$ cat src/rtl/muller_c_sequencer.sv
// Four-phase sequencer driving an external Muller C-element and checking its hold/fire behaviour.
// Define MULLER_C_SEQ_LOOP_EN to chain cycles back-to-back while start_i stays high.
module muller_c_sequencer #(
  parameter int TIMEOUT_W   = 8,
  parameter int CNT_W       = 16,
  parameter int SYNC_STAGES = 2
) (
  input  logic                 clk,
  input  logic                 rst_n,
  input  logic                 start_i,
  input  logic                 stop_i,
  input  logic [1:0]           skew_i,
  input  logic [3:0]           gap_i,
  input  logic [TIMEOUT_W-1:0] timeout_i,
  input  logic                 c_q_i,
  output logic                 c_a_o,
  output logic                 c_b_o,
  output logic                 busy_o,
  output logic                 done_o,
  output logic                 err_o,
  output logic [CNT_W-1:0]     cycles_o,
  output logic [2:0]           state_o
);

  typedef enum logic [2:0] {
    IDLE    = 3'd0,
    RISE1   = 3'd1,
    RISE2   = 3'd2,
    WAIT_HI = 3'd3,
    FALL1   = 3'd4,
    FALL2   = 3'd5,
    WAIT_LO = 3'd6,
    ERROR   = 3'd7
  } state_t;

  state_t                 state_q;
  logic [SYNC_STAGES-1:0] q_sync_p;
  logic [1:0]             skew_q;
  logic [3:0]             gap_q;
  logic [3:0]             gap_cnt_q;
  logic [TIMEOUT_W-1:0]   wait_cnt_q;
  logic [TIMEOUT_W-1:0]   wait_nxt;
  logic                   qs;
  logic                   skewed;
  logic                   a_leads;
  logic                   gap_on;
  logic                   gap_last;
  logic                   timeout_hit;

  function automatic logic [CNT_W-1:0] sat_inc(input logic [CNT_W-1:0] v);
    return (&v) ? v : v + 1'b1;
  endfunction

  // Synchronizer stage boundary: c_q_i is asynchronous, only qs feeds the FSM
  always_ff @(posedge clk or negedge rst_n) begin
    if (!rst_n) q_sync_p <= '0;
    else        q_sync_p <= {q_sync_p[SYNC_STAGES-2:0], c_q_i};
  end

  assign qs          = q_sync_p[SYNC_STAGES-1];
  assign skewed      = skew_q[0] ^ skew_q[1];
  assign a_leads     = skew_q[0];
  assign gap_on      = skewed && (gap_q != 4'd0);
  assign gap_last    = (gap_cnt_q == 4'd1);
  assign wait_nxt    = wait_cnt_q + 1'b1;
  assign timeout_hit = (timeout_i != '0) && (wait_nxt == timeout_i);
  assign state_o     = state_q;

  always_ff @(posedge clk or negedge rst_n) begin
    if (!rst_n) begin
      state_q    <= IDLE;
      c_a_o      <= 1'b0;
      c_b_o      <= 1'b0;
      busy_o     <= 1'b0;
      done_o     <= 1'b0;
      err_o      <= 1'b0;
      cycles_o   <= '0;
      skew_q     <= 2'b00;
      gap_q      <= 4'd0;
      gap_cnt_q  <= 4'd0;
      wait_cnt_q <= '0;
    end else begin
      done_o <= 1'b0;
      if (stop_i) begin
        state_q <= IDLE;
        c_a_o   <= 1'b0;
        c_b_o   <= 1'b0;
        busy_o  <= 1'b0;
      end else begin
        case (state_q)
          IDLE: if (start_i) begin
            skew_q <= skew_i;
            gap_q  <= gap_i;
            if (qs) begin
              state_q <= ERROR;
              err_o   <= 1'b1;
              busy_o  <= 1'b0;
            end else begin
              state_q <= RISE1;
              busy_o  <= 1'b1;
            end
          end
          RISE1: begin
            gap_cnt_q <= gap_q;
            if (gap_on) begin
              c_a_o   <= a_leads;
              c_b_o   <= ~a_leads;
              state_q <= RISE2;
            end else begin
              c_a_o      <= 1'b1;
              c_b_o      <= 1'b1;
              wait_cnt_q <= '0;
              state_q    <= WAIT_HI;
            end
          end
          // Only one input is high, so a firing output means the element did not hold
          RISE2: if (qs) begin
            state_q <= ERROR;
            c_a_o   <= 1'b0;
            c_b_o   <= 1'b0;
            err_o   <= 1'b1;
            busy_o  <= 1'b0;
          end else begin
            gap_cnt_q <= gap_cnt_q - 4'd1;
            if (gap_last) begin
              c_a_o      <= 1'b1;
              c_b_o      <= 1'b1;
              wait_cnt_q <= '0;
              state_q    <= WAIT_HI;
            end
          end
          WAIT_HI: if (qs) begin
            state_q <= FALL1;
          end else if (timeout_hit) begin
            state_q <= ERROR;
            c_a_o   <= 1'b0;
            c_b_o   <= 1'b0;
            err_o   <= 1'b1;
            busy_o  <= 1'b0;
          end else begin
            wait_cnt_q <= wait_nxt;
          end
          FALL1: begin
            gap_cnt_q <= gap_q;
            if (gap_on) begin
              c_a_o   <= ~a_leads;
              c_b_o   <= a_leads;
              state_q <= FALL2;
            end else begin
              c_a_o      <= 1'b0;
              c_b_o      <= 1'b0;
              wait_cnt_q <= '0;
              state_q    <= WAIT_LO;
            end
          end
          FALL2: if (!qs) begin
            state_q <= ERROR;
            c_a_o   <= 1'b0;
            c_b_o   <= 1'b0;
            err_o   <= 1'b1;
            busy_o  <= 1'b0;
          end else begin
            gap_cnt_q <= gap_cnt_q - 4'd1;
            if (gap_last) begin
              c_a_o      <= 1'b0;
              c_b_o      <= 1'b0;
              wait_cnt_q <= '0;
              state_q    <= WAIT_LO;
            end
          end
          WAIT_LO: if (!qs) begin
            done_o   <= 1'b1;
            cycles_o <= sat_inc(cycles_o);
`ifdef MULLER_C_SEQ_LOOP_EN
            if (start_i) begin
              skew_q  <= skew_i;
              gap_q   <= gap_i;
              state_q <= RISE1;
            end else begin
              state_q <= IDLE;
              busy_o  <= 1'b0;
            end
`else
            state_q <= IDLE;
            busy_o  <= 1'b0;
`endif
          end else if (timeout_hit) begin
            state_q <= ERROR;
            err_o   <= 1'b1;
            busy_o  <= 1'b0;
          end else begin
            wait_cnt_q <= wait_nxt;
          end
          ERROR: if (start_i && !qs) begin
            skew_q  <= skew_i;
            gap_q   <= gap_i;
            err_o   <= 1'b0;
            busy_o  <= 1'b1;
            state_q <= RISE1;
          end
          default: begin
            state_q <= IDLE;
            busy_o  <= 1'b0;
          end
        endcase
      end
    end
  end

endmodule

$ cat config.mk
export PLATFORM = sky130hd
export DESIGN_NAME = muller_c_sequencer
export DESIGN_NICKNAME = d
export VERILOG_FILES = /design/src/rtl/muller_c_sequencer.sv
export SDC_FILE = /design/constraint.sdc
export NUM_CORES = 1
export LEC_CHECK = 0
export CELL_PAD_IN_SITES_DETAIL_PLACEMENT = 0
export CELL_PAD_IN_SITES_GLOBAL_PLACEMENT = 1
export CORE_ASPECT_RATIO = 0.5
export CORE_UTILIZATION = 40
export CTS_CLUSTER_SIZE = 10
export DETAILED_ROUTE_END_ITERATION = 8
export GPL_ROUTABILITY_DRIVEN = 0
export PLACE_DENSITY_LB_ADDON = 0.1
export SYNTH_ARGS = -nofsm -noshare
export SYNTH_HDL_FRONTEND = slang
export SYNTH_SLANG_ARGS = --single-unit
$ cat constraint.sdc
create_clock -name clk -period 4.85 [get_ports clk]
set_clock_uncertainty 0.05 [all_clocks]
set_input_delay 0.485 -clock clk [delete_from_list [all_inputs] [get_ports clk]]
set_output_delay 0.485 -clock clk [all_outputs]
set_load 0.03 [all_outputs]
[After elaboration in Yosys (flattened, before gate mapping)]
Index checks and enable logic that the tools add are counted.
Storage, ports and cells
  flip-flop bits (word level): 44
  word-level logic and storage cells: 133
  output and inout port bits: 24
Operators by class
  bitwise gates (word level): 5
  eq/ne operators: 25
  add/subtract/negate cells: 3
  reductions and logical operators: 23
  muxes and demuxes: 65
Operator list (number)
  $mux W8: 7
  $pmux W8 S5: 1
  $mux W3: 11
  $mux W1: 31
  $pmux W3 S8: 1
  $ne A3 B3 Y1 const B: 6
  $add A16 B1 Y16 const B: 1
  $mux W4: 4
  $ne A2 B2 Y1 const B: 8
  $reduce_and A16 Y1: 1
  $reduce_and A4 Y1: 4
  $reduce_and A7 Y1: 2
  $eq A3 B3 Y1 const B: 4
  $pmux W1 S6: 2
  $pmux W4 S3: 1
  $reduce_bool A6 Y1: 2
  $pmux W1 S5: 2
  $add A8 B1 Y8 const B: 1
  $eq A8 B8 Y1: 1
  $ne A4 B4 Y1 const B: 2
  $pmux W4 S2: 1
  $reduce_bool A8 Y1: 1
  $reduce_bool A7 Y1: 1
  $eq A3 B2 Y1 const B: 2
  17 further kinds: 24

[Logic depth before layout (Yosys ltp)]
Gate-level depths: netlist (run 1).
  depth in word-level cells: 7
  gate-level depth with buffers: 10

[Least setup slack after synthesis (run 1)]
OpenSTA, ideal clock, no wires.
  path type: reg-to-reg
  start point: register wait_cnt_q[0]
  end point: register c_a_o
  setup slack: 2.521 ns
  arrival: 2.143 ns
  period minus slack after synthesis: 2.329 ns
  path buffers: 1
  cell stages (with the launch flop): 10
  cell sequence: dfrtp_1 -> ha_1 -> xor2_1 -> xnor2_1 -> o2111ai_1 -> or3_4 -> or2_1 -> buf_6 -> a311oi_1 -> nor3_1
On the way
  longest elaborated chain between the ends: 5
RTL lines
  start: declaration: line 41  | logic [TIMEOUT_W-1:0] wait_cnt_q;
  start signal: assignment: line 141  | wait_cnt_q <= wait_nxt;
  start signal: assignment: line 192  | wait_cnt_q <= wait_nxt;
  $add A8 B1 Y8: line 65  | assign wait_nxt = wait_cnt_q + 1'b1;
  $eq A8 B8 Y1: line 66  | assign timeout_hit = (timeout_i != '0) && (wait_nxt == timeout_i);
  $logic_and A1 B1 Y1: line 66
  $ne A3 B3 Y1 (no line)
  $reduce_and A5 Y1 (no line)
  end signal: assignment: line 106  | c_a_o <= a_leads;
  end signal: assignment: line 146  | c_a_o <= ~a_leads;
  end: declaration: line 16  | output logic c_a_o,
No other way between the ends.
A chain may end at the register's enable or synchronous reset.

[Worst setup path after layout (run 1)]
  start point: register state_q[1] (netlist: state_o[1])
  end point: register cycles_o[13]
On the way
  longest elaborated chain between the ends: 2
RTL lines
  start: declaration: line 36  | state_t state_q;
  start signal: assignment: line 71  | state_q <= IDLE;
  start signal: assignment: line 85  | state_q <= IDLE;
  start signal: assignment: line 95  | state_q <= ERROR;
  $eq A3 B3 Y1: line 90  | case (state_q)
  $reduce_and A4 Y1 (no line)
  end signal: assignment: line 173  | cycles_o <= sat_inc(cycles_o);
  end: declaration: line 21  | output logic [CNT_W-1:0] cycles_o,
No other way between the ends.

==> results_dict.tcl, run 1 <==
set metrics [dict create \
    outcome "finished, final reports clean" \
    relSlewSlack_pct 35.5 \
    finalHoldViolCount 0 \
    die_h_um 61.5 \
    final_antenna_net_count 0 \
    power_mw 1.67 \
    ctsResizeCount 0 \
    fp-row-count 21 \
    syn-instance-count 323 \
    drt_pass1_iterations 4 \
    drc 0 \
    netlist_area_um2 2830 \
    postSynth.asyncResetShare_pct 100 \
    drt-total-wl_um 6810 \
    dpl.hpwl_um 4790 \
    post_drt_wl_per_cell_um 15.1 \
    critPathCaptureType "flip-flop" \
    synth_edf_count 0 \
    clk_latency_ns 0.28 \
    root_buffer "clkbuf_16" \
    min_to "q_sync_p[1]" \
    cp_max_fo 30 \
    coreArea_um2 6750 \
    avgSynthCellArea_um2 8.77 \
    max_stage_delay_ns 0.93 \
    dpl.cell_count 444 \
    path_clk_slew_ns 0.06 \
    hold_start "q_sync_p[0]" \
    min_period_ns 2.73 \
    finalNetCount 385 \
    setup_slack_ns 2.12 \
    hold_class "reg -> reg" \
    pin_count 43 \
    powerDensity_nw_per_um2 481 \
    grt_pass1_wl_um 11100 \
    fin_cells 452 \
    die-width_um 121 \
    antenna_found_initial 0 \
    final.setup.tns_ns 0 \
    cts_tree "built" \
    cpMostUsedCell "and4_1" \
    grt_max_degree 45 \
    final_cell_mix "dfrtp_1, clkdlybuf4s50_1, nand2_1, o21ai_0, nor2_1" \
    worstPathCellList "nand2b_1 -> nor3_2 -> o31a_2 -> and4_1 -> and4_1 -> nand3_1 -> xnor2_1" \
    rsz0062_at_grt "no" \
    crit_family "simple AND/OR/NAND/NOR gates" \
    maxCapViolCount 0 \
    clockBufferDepth 2 \
    synth-seq-cells 44 \
    num_antenna_cells 0 \
    ir_worst_vdd_mv 0.223 \
    start_util_pct 42.0 \
    place_ws_ns 2.12 \
    crit_type "reg -> reg" \
    yosysSeqAreaShare_pct 38.9 \
    overflow 0 \
    path_buf_inv 0 \
    reg2reg_depth 7 \
    required_ns 4.96 \
    die_area_um2 7450 \
    cp-start-kind "flip-flop" \
    ys_types 56 \
    drive_above_1_share_pct 8.06 \
    synthToLayoutAreaGrowth_pct 22.7 \
    max_slew.worst_pin.slew_ns 0.968 \
    track_usage_pct 18.9 \
    cts_sinks 44 \
    setup_viol 0 \
    synth_fp_nets 349 \
    grt_pass1_vias 2328 \
    timing.final.max_slew_violations 0 \
    via_per_inst 5.55 \
    ff2ff_setup_slack_ns 2.12 \
    vias 2508 \
    mostFrequentLayoutCell "dfrtp_1" \
    fin_crit_sh_pct 56.2 \
    fmax_ghz 0.367 \
    synth_warnings 0 \
    post_cts_buffers 0 \
    timing.rr.end "cycles_o[13]" \
    crit_path_top_delay_cell "dfrtp_1" \
    numCtsBuffers 5 \
    hold_slack_ns 0.298 \
    leakagePower_nw 1.37 \
    postCtsHoldBufs 0 \
    cts_max_level 2 \
    whs_path_depth 0 \
    drt_first_iter_violations 151 \
    yosys_most_used_dff "dfrtp_1" \
    crit_arrival_ns 2.84 \
    r2r-start "state_o[1]" \
    portBuffers 42 \
]
-- final cells by class --
| type | count | area [um^2] |
|---|---|---|
| Fill cell | 672 | 3270 |
| Tap cell | 92 | 115 |
| Timing Repair Buffer | 43 | 423 |
| Sequential cell | 44 | 1100 |
| Inverter | 9 | 33.8 |
| Clock inverter | 3 | 46.3 |
| Multi-Input combinational cell | 256 | 1630 |
| Clock buffer | 5 | 125 |
-- state kept, by name (all words and copies together), names as in the netlist --
name	flops
err_o	1
c_b_o	1
c_a_o	1
gap_cnt_q	4
gap_q	4
q_sync_p	2
busy_o	1
cycles_o	16
wait_cnt_q	8
skew_q	2
state_o	3
done_o	1
-- cell families (layout without fill, tap and decap cells) --
logic type	count (synthesis)	count (layout)	share of synthesized area, %
muxes	10	10	3.89
xor gates and xnor gates	25	25	7.73
AOI/OAI and AO/OA	90	90	20.4
buffers and inverters	23	60	3.49
and+or+nand+nor	124	124	22.6
DFF	44	44	38.9
adders and majority gates	7	7	3.09
-- metal layers --
metal  up-vias  wire length (um)  track usage [%]
met1      1202              3430             26.1
met3         2               400             5.37
met2        57              2950             30.3
met4         0                21             3.53
li1       1247                 -                -
met5         -                 0                0
-- worst max path at each step --
stage	endpoint	start	cells after the start	slack, ns
floorplan	c_a_o	wait_cnt_q[0]	9	2.52
finish	cycles_o[13]	state_o[1]	7	2.12
detailed placement	c_a_o	timeout_i[3]	8	2.12
CTS	cycles_o[13]	state_o[1]	7	2.11
global placement	cycles_o[14]	stop_i	7	2.15
global route	cycles_o[13]	state_o[1]	7	1.86
-- per-stage QoR --
| stage | cell area, um^2 | util [%] |
|---|---|---|
| 2_1_floorplan | 2830 | - |
| 3_3_place_gp | 3310 | 49.0 |
| 3_5_place_dp | 3310 | 49.0 |
| 4_1_cts | 3480 | 51.5 |
| 5_1_grt | 3480 | 51.5 |
| 6_report | 3480 | 51.5 |
-- Yosys cell counts, drive strengths merged, types with 3 or more instances --
library cell  count  area share, %
nor3              6            1.2
xnor2            18            5.6
buf               8            1.5
a21oi            19            3.4
nor2             26            3.5
nand2            35            4.6
and4              3           0.93
nor2b             3           0.66
o211ai            5            1.3
clkbuf            6           0.79
a211oi            5            1.3
o21ai            28            4.9
or3b              3           0.93
or2               3           0.66
nand2b            9            2.0
ha                7            3.1
a22o              3           0.93
dfrtp            44             39
xor2              7            2.2
o22ai             7            1.5
and3              3           0.66
nor4              6            1.3
inv               9            1.2
a22oi             3           0.79
mux2              8            3.2
nand3            16            3.2
nand4             5            1.1
-- report_power, final --
part / switching (mW) / internal [mW] / total [mW]
sequential: 0.132 / 0.449 / 0.581
combinational: 0.389 / 0.314 / 0.703
clock: 0.144 / 0.245 / 0.389
(Power assumes the default switching activity.)
==> inputs of run 2 (changes only) <==
--- a/config.mk
+++ b/config.mk
@@ -8,7 +8,7 @@
 export CELL_PAD_IN_SITES_DETAIL_PLACEMENT = 0
 export CELL_PAD_IN_SITES_GLOBAL_PLACEMENT = 1
 export CORE_ASPECT_RATIO = 0.5
-export CORE_UTILIZATION = 40
+export CORE_UTILIZATION = 37
 export CTS_CLUSTER_SIZE = 10
 export DETAILED_ROUTE_END_ITERATION = 8
 export GPL_ROUTABILITY_DRIVEN = 0
==> constraint.sdc (replaced) <==
create_clock -name clk -period 2.5 [get_ports clk]
set_clock_uncertainty 0.05 [all_clocks]
set_input_delay 0.25 -clock clk [delete_from_list [all_inputs] [get_ports clk]]
set_output_delay 0.25 -clock clk [all_outputs]
set_load 0.03 [all_outputs]
==> run 2 against run 1 <==
  * Count of clock-buffer cells in the layout grew 1
  * Routed wire length grew 4.2%
  * Critical path type unchanged
  * Flip-flop and latch count did not move
  * Non-clock buffer count grew 14
  * Register-to-register slack worse by 2.0 ns
==> results_dict.tcl, run 2 (synthesized netlist as in run 1, its figures left out) <==
set metrics [dict create \
    die_area_um2 8030 \
    coreArea_um2 7380 \
    final.setup.tns_ns 0 \
    hold_start "q_sync_p[0]" \
    drc 0 \
    cp_max_fo 7 \
    cts_tree "built" \
    setup_viol 0 \
    power_mw 3.39 \
    multi_input_area_um2 1640 \
    path_clk_slew_ns 0.06 \
    max_stage_delay_ns 0.42 \
    via_per_inst 5.46 \
    crit_arrival_ns 2.47 \
    finalNetCount 399 \
    drt_first_iter_violations 113 \
    post_cts_buffers 0 \
    n_fill_cell 729 \
    post_drt_wl_per_cell_um 15.1 \
    powerDensity_nw_per_um2 938 \
    max_slew.worst_pin.slew_ns 0.590 \
    cp.depth 8 \
    fin_crit_sh_pct 93.7 \
    required_ns 2.63 \
    drt-total-wl_um 7090 \
    leakagePower_nw 1.45 \
    grt_pass1_wl_um 11800 \
    fp-row-count 22 \
    timing.final.max_slew_violations 0 \
    root_buffer "clkbuf_16" \
    synthToLayoutAreaGrowth_pct 27.7 \
    seq_area_um2 1100 \
    start_util_pct 38.4 \
    cp-start-kind "flip-flop" \
    worstPathCellList "ha_1 -> xor2_1 -> xnor2_1 -> o2111ai_1 -> or3_4 -> or2_4 -> a311oi_1 -> nor3_1" \
    largest_register_ffs 16 \
    hold_class "reg -> reg" \
    pin_count 43 \
    final_cell_mix "dfrtp_1, clkdlybuf4s50_1, nand2_1, o21ai_0, nor2_1" \
    die_h_um 63.9 \
    reg2reg_depth 8 \
    min_period_ns 2.34 \
    crit_type "reg -> reg" \
    mostFrequentLayoutCell "dfrtp_1" \
    antenna_found_initial 0 \
    maxCapViolCount 0 \
    final_antenna_net_count 0 \
    ir_worst_vdd_mv 0.589 \
    vias 2568 \
    drt_pass1_iterations 4 \
    path_buf_inv 0 \
    numCtsBuffers 5 \
    clockBufferDepth 2 \
    finalHoldViolCount 0 \
    rsz0062_at_grt "no" \
    overflow 0 \
    critPathCaptureType "flip-flop" \
    min_to "q_sync_p[1]" \
    grt_pass1_vias 2460 \
    outcome "finished, final reports clean" \
    dpl.hpwl_um 5020 \
    num_antenna_cells 0 \
    clk_latency_ns 0.29 \
    top_register "cycles_o" \
    cts_max_level 2 \
    ff2ff_setup_slack_ns 0.16 \
    relSlewSlack_pct 60.5 \
    drive_above_1_share_pct 11.8 \
    cts_sinks 44 \
    fmax_ghz 0.427 \
    hold_slack_ns 0.302 \
    crit_family "simple AND/OR/NAND/NOR gates" \
    whs_path_depth 0 \
    crit_path_top_delay_cell "or3_4" \
    r2r-start "wait_cnt_q[1]" \
    timing.rr.end "c_b_o" \
    top_regs "cycles_o (16), wait_cnt_q (8)" \
    die-width_um 126 \
    track_usage_pct 18.7 \
    grt_max_degree 33 \
    portBuffers 42 \
]
## run 2: worst max path at each step
stage / from / to
finish: wait_cnt_q[1] / c_b_o
global route: gap_cnt_q[1] / state_o[2]
CTS: wait_cnt_q[1] / c_a_o
detailed placement: timeout_i[3] / c_a_o
global placement: timeout_i[3] / c_a_o
floorplan: wait_cnt_q[0] / c_a_o
## run 2: through the flow
step / cells / area, um^2 / util [%] / worst slack, ns
after floorplan: 323 / 2830 / - / 0.171
after global placement: 461 / 3420 / 46.4 / 0.0610
after detailed placement: 461 / 3420 / 46.4 / 0.0459
after CTS: 470 / 3610 / 48.9 / 0.0704
after global routing: 470 / 3620 / 49.1 / 0.00211
final: 470 / 3620 / 49.1 / 0.159
## run 2: final cells by class
cell class	count	area share, %
clock buffer	6	3.84
clock inverter	2	1.07
inverter	9	0.934
multi-input combinational	256	45.4
sequential	44	30.4
tap	96	3.32
timing repair buffer	57	15.0
## run 2: timing repair
action,CTS,global route
gates resized for setup,0,2
hold endpoints to repair,12,0
hold buffers,1,0
setup endpoints to repair,0,2
## run 2: worst register-to-register path: stages, from the launching register on
cell and delay (ns):
dfrtp_1 0.41, ha_1 0.25, xor2_1 0.20, xnor2_1 0.14, o2111ai_1 0.13, or3_4 0.42
or2_4 0.28, a311oi_1 0.28, nor3_1 0.07
## run 2: routing by layer
metal / up-vias / track usage (%) / part of all wire, %
li1: 1279 / - / -
met1: 1220 / 24.9 / 50
met2: 61 / 29.8 / 44
met3: 8 / 5.28 / 5.3
met4: 0 / 5.42 / 1.3
met5: - / 0 / 0
## run 2: power by group
group          internal, mW  leakage (nW)  switching, mW  total (mW)
Clock                 0.501        0.0871          0.291       0.792
Sequential            0.873         0.581          0.142        1.02
Combinational         0.692         0.781          0.894        1.59
Total                  2.07          1.45           1.33        3.39
